==> config.mk <==
export PLATFORM = sky130hd
export DESIGN_NAME = pipeline_hazard_ctrl
export DESIGN_NICKNAME = d
export VERILOG_FILES = /design/src/rtl/pipeline_hazard_ctrl.sv
export SDC_FILE = /design/constraint.sdc
export NUM_CORES = 1
export LEC_CHECK = 0
export ABC_AREA = 0
export CAP_MARGIN = 0
export CORE_AREA = 2 2 60 62
export DETAILED_ROUTE_END_ITERATION = 8
export DIE_AREA = 0 0 62 64
export GPL_ROUTABILITY_DRIVEN = 0
export PLACE_DENSITY = 0.76
export SKIP_CTS_REPAIR_TIMING = 1
export SYNTH_ARGS = -nofsm -noshare
export SYNTH_HDL_FRONTEND = slang
export SYNTH_SLANG_ARGS = --single-unit
==> constraint.sdc <==
create_clock -name clk -period 3.86 [get_ports clk]
set_clock_uncertainty 0.1 [all_clocks]
set_input_delay 0.772 -clock clk [delete_from_list [all_inputs] [get_ports clk]]
set_output_delay 0.772 -clock clk [all_outputs]
set_load 0.03 [all_outputs]
==> src/rtl/pipeline_hazard_ctrl.sv <==
// Pipeline hazard controller for the 5-stage core.
// Generates stall / flush / bubble controls for PC, IF/ID, ID/EX and EX/MEM,
// sequences multi-cycle mul/div occupancy of EX and counts PC-stall cycles.
//
//   state   | meaning
//   --------+----------------------------------------------------------
//   RUN     | normal issue; branch, mul/div entry and load-use decided here
//   MD_BUSY | mul/div occupying EX; mdCnt counts down to the final cycle
module pipeline_hazard_ctrl #(
    parameter int REG_W     = 4,
    parameter int MD_CYCLES = 4,
    parameter int CNT_W     = 16
) (
    input  logic             clk,
    input  logic             rst_n,
    input  logic [REG_W-1:0] ID_op1,
    input  logic [REG_W-1:0] ID_op2,
    input  logic             ID_op1_valid,
    input  logic             ID_op2_valid,
    input  logic             ID_EX_memRead,
    input  logic [REG_W-1:0] ID_EX_op1,
    input  logic             ID_EX_muldiv,
    input  logic             EX_branch_taken,
    output logic             PC_write,
    output logic             IF_ID_write,
    output logic             IF_ID_flush,
    output logic             ID_EX_write,
    output logic             ID_EX_flush,
    output logic             EX_MEM_bubble,
    output logic             md_busy,
    output logic             md_done,
    output logic [CNT_W-1:0] stall_cnt
);

    typedef enum logic {
        RUN     = 1'b0,
        MD_BUSY = 1'b1
    } stateT;

    // The entry cycle in RUN is the first of MD_CYCLES, and the terminal
    // count (0) is the last, so the counter loads MD_CYCLES-2.
    localparam logic [3:0] MD_LOAD = 4'(MD_CYCLES - 2);

    stateT      state;
    stateT      nextState;
    logic [3:0] mdCnt;
    logic [3:0] nextMdCnt;
    logic       loadUse;

    assign loadUse = ID_EX_memRead &&
                     ((ID_op1_valid && (ID_op1 == ID_EX_op1)) ||
                      (ID_op2_valid && (ID_op2 == ID_EX_op1)));

    // State register and mul/div down-counter.
    always_ff @(posedge clk or negedge rst_n) begin
        if (!rst_n) begin
            state <= RUN;
            mdCnt <= 4'd0;
        end else begin
            state <= nextState;
            mdCnt <= nextMdCnt;
        end
    end

    // Next-state and counter update; a taken branch outranks mul/div entry.
    always_comb begin
        nextState = state;
        nextMdCnt = mdCnt;
        case (state)
            RUN: begin
                if (!EX_branch_taken && ID_EX_muldiv) begin
                    nextState = MD_BUSY;
                    nextMdCnt = MD_LOAD;
                end
            end
            MD_BUSY: begin
                if (mdCnt != 4'd0) begin
                    nextMdCnt = mdCnt - 4'd1;
                end else begin
                    nextState = RUN;
                end
            end
        endcase
    end

    // Control outputs; held at run defaults while reset is asserted so the
    // pipeline sees a clean state before the first clock.
    always_comb begin
        PC_write      = 1'b1;
        IF_ID_write   = 1'b1;
        IF_ID_flush   = 1'b0;
        ID_EX_write   = 1'b1;
        ID_EX_flush   = 1'b0;
        EX_MEM_bubble = 1'b0;
        md_busy       = 1'b0;
        md_done       = 1'b0;
        if (rst_n) begin
            case (state)
                RUN: begin
                    if (EX_branch_taken) begin
                        IF_ID_flush = 1'b1;
                        ID_EX_flush = 1'b1;
                    end else if (ID_EX_muldiv) begin
                        PC_write      = 1'b0;
                        IF_ID_write   = 1'b0;
                        ID_EX_write   = 1'b0;
                        EX_MEM_bubble = 1'b1;
                    end else if (loadUse) begin
                        PC_write    = 1'b0;
                        IF_ID_write = 1'b0;
                        ID_EX_flush = 1'b1;
                    end
                end
                MD_BUSY: begin
                    md_busy = 1'b1;
                    if (mdCnt != 4'd0) begin
                        PC_write      = 1'b0;
                        IF_ID_write   = 1'b0;
                        ID_EX_write   = 1'b0;
                        EX_MEM_bubble = 1'b1;
                    end else begin
                        md_done = 1'b1;
                    end
                end
            endcase
        end
    end

    // Saturating count of cycles in which the PC was held.
    always_ff @(posedge clk or negedge rst_n) begin
        if (!rst_n) begin
            stall_cnt <= '0;
        end else if (!PC_write && (stall_cnt != {CNT_W{1'b1}})) begin
            stall_cnt <= stall_cnt + CNT_W'(1);
        end
    end

endmodule

==> results <==
-- worst max-delay path, cell delays in order --
cell             delay, ps
clkdlybuf4s50_1        520
xnor2_1                130
nand3_1                 90
o22a_1                 270
nor2_1                 100
nor2_1                  40
nor3b_1                170
clkdlybuf4s50_1        690
-- final timing paths --
path / endpoint / depth (start not counted)
min in group asynchronous: mdCnt[2] / 2
setup reg to reg: stall_cnt[1] / 9
setup / recovery: ID_EX_flush / 8
hold / removal: stall_cnt[10] / 1
hold reg to reg: stall_cnt[10] / 1
max in group asynchronous: stall_cnt[7] / 2
-- metal layers --
| metal | vias up | share of wire (%) |
|---|---|---|
| met4 | 0 | 1.3 |
| met5 | - | 0 |
| met1 | 524 | 42 |
| met3 | 6 | 3.8 |
| met2 | 25 | 52 |
| li1 | 552 | - |
-- cells in the mapped netlist (2+ instances only) --
cell type	number	share of area, %
dfrtp_1	21	41
xnor2_1	12	8.2
nand3_1	10	3.9
a21oi_1	9	3.5
and3_1	8	3.9
nand2_1	8	2.3
a31oi_1	6	2.9
nor2_1	6	1.7
inv_1	4	1.2
nand4_1	4	1.9
and2_1	3	1.5
ha_1	3	2.9
a21o_1	2	1.2
buf_4	2	1.2
mux2_2	2	1.7
o21ai_0	2	0.78
-- registers in the layout, summed over array words and instances (netlist names) --
signal	count
state	1
mdCnt	4
stall_cnt	16
-- report_power, final --
part	internal (uW)	total (uW)	switching, uW
Combinational	236	514	277
Sequential	280	361	81.5
Clock	40.4	109	68.2
Total	557	984	427
-- cells by family after synthesis --
family / synth area share (%)
fa+ha+maj: 2.916
buf+inv: 3.595
simple gates: 26.14
mux: 4.858
xor+xnor: 8.844
compound gates: 12.83
flops: 40.82
-- through the flow --
stage               hold slack (ps)  utilization (%)  instances  power (uW)  setup slack [ps]
floorplan                     376.4                -        128       703.0             885.2
global placement              381.0            53.26        214       862.4             215.0
detailed placement            385.2            53.26        214       882.5             181.0
CTS                           402.1            54.06        218       993.5             175.2
global route                  452.1            54.06        218        1051             47.16
finish                        396.3            54.06        218       983.8             183.4
-- area by class of cell --
class                      instances  area, um2  area share [%]
multi-input combinational         99      715.7           40.31
sequential                        21      525.5           29.60
timing repair buffer              44      435.4           24.52
tap                               46      57.56           3.242
clock buffer                       4      26.28           1.480
inverter                           4      15.01          0.8457
==> qor.yml <==
placed_design:
  dp_hpwl_um: 2382
  port-buffer-count: 42
  placed_area_um2: 1749
detailed_routing:
  drc_errors: 0
  via_per_inst: 5.078
  antenna_left: 0
  wirelength_um: 2978
  vias: 1107
  drt_iter0_markers: 39
  wire_per_inst_um: 13.66
  dr.pass1.iters: 4
global_routing:
  busiest_layer: "met2"
  grt_overflow_total: 0
  grt_max_degree: 22
  track_usage_pct: 16.77
  antenna_found_initial: 0
  gr-usage-met1_pct: 21.76
  use_met2_pct: 27.21
  grt_pass1_wl_um: 5057
  met3_usage_pct: 4.251
  grt_pass1_vias: 1128
die:
  initial_utilization_pct: 39.20
  dieArea_um2: 3968
  die_h_um: 64
  core-area_um2: 3284
  rows: 21
  die_w_um: 62
  ios: 43
clocking:
  numClockSinks: 21
  path_clk_slew_ps: 110
  clk_latency_ps: 310
  cts_buffer_depth: 2
  root_buffer: "clkbuf_4"
  cts_tree: "yes"
  cts_buffers: 3
  htree_levels: 1
setup_path:
  r2r-start: "mdCnt[0]"
  path_class: "primary input to primary output"
  cp.arrival_ps: 2800
  startpoint: "ID_EX_op1[3]"
  r2r_setup_slack_ps: 1600
  critPathCaptureType: "primary output"
  critPathLaunchType: "primary input"
  required_ps: 2990
  crit_fanout: 3
synthesis:
  synth_edf_count: 0
  ys_types: 42
  synth-async-reset-ratio_pct: 100.0
  synth_fp_nets: 150
  yosysWarnings: 0
  synth_cells: 128
  ys_ff_latch: 21
  netlist_area_um2: 1287
  avgSynthCellArea_um2: 10.06
  yosysSeqAreaShare_pct: 40.82
  synth_flop_cell: "dfrtp_1"
sta:
  relSlewSlack_pct: 78.41
  finalCritPeriodShare_pct: 95.25
  tightest_slew_ps: 317.6
  setup_tns_ps: 0
  rsz0062_at_grt: "false"
  fmax_mhz: 272.0
  fin_crit_ps: 3677
  finalSetupViolCount: 0
  hold_violations: 0
  slew_viol_final: 0
final_layout:
  nFillCells: 309
  final_cell_area_um2: 1775
  drive_gt1_share_pct: 9.884
  areaGrowthSynthToFinish_pct: 37.90
  final_cell_mix: "42 x clkdlybuf4s50_1, 21 x dfrtp_1, 12 x xnor2_1"
  nets: 195
  diodes: 0
  final_common_cell: "clkdlybuf4s50_1"
status:
  outcome: "finished clean"
hold_path:
  hp-start: "stall_cnt[10]"
  holdCritPathClass: "flop to flop"
pwr:
  max-vdd-ir-drop_uv: 465.6
  power.leakage_uw: 0.0007526
  p_per_area_nw_per_um2: 554.1
flow_run:
  cap_violations: 0
Power figures use the tool's default switching activity.
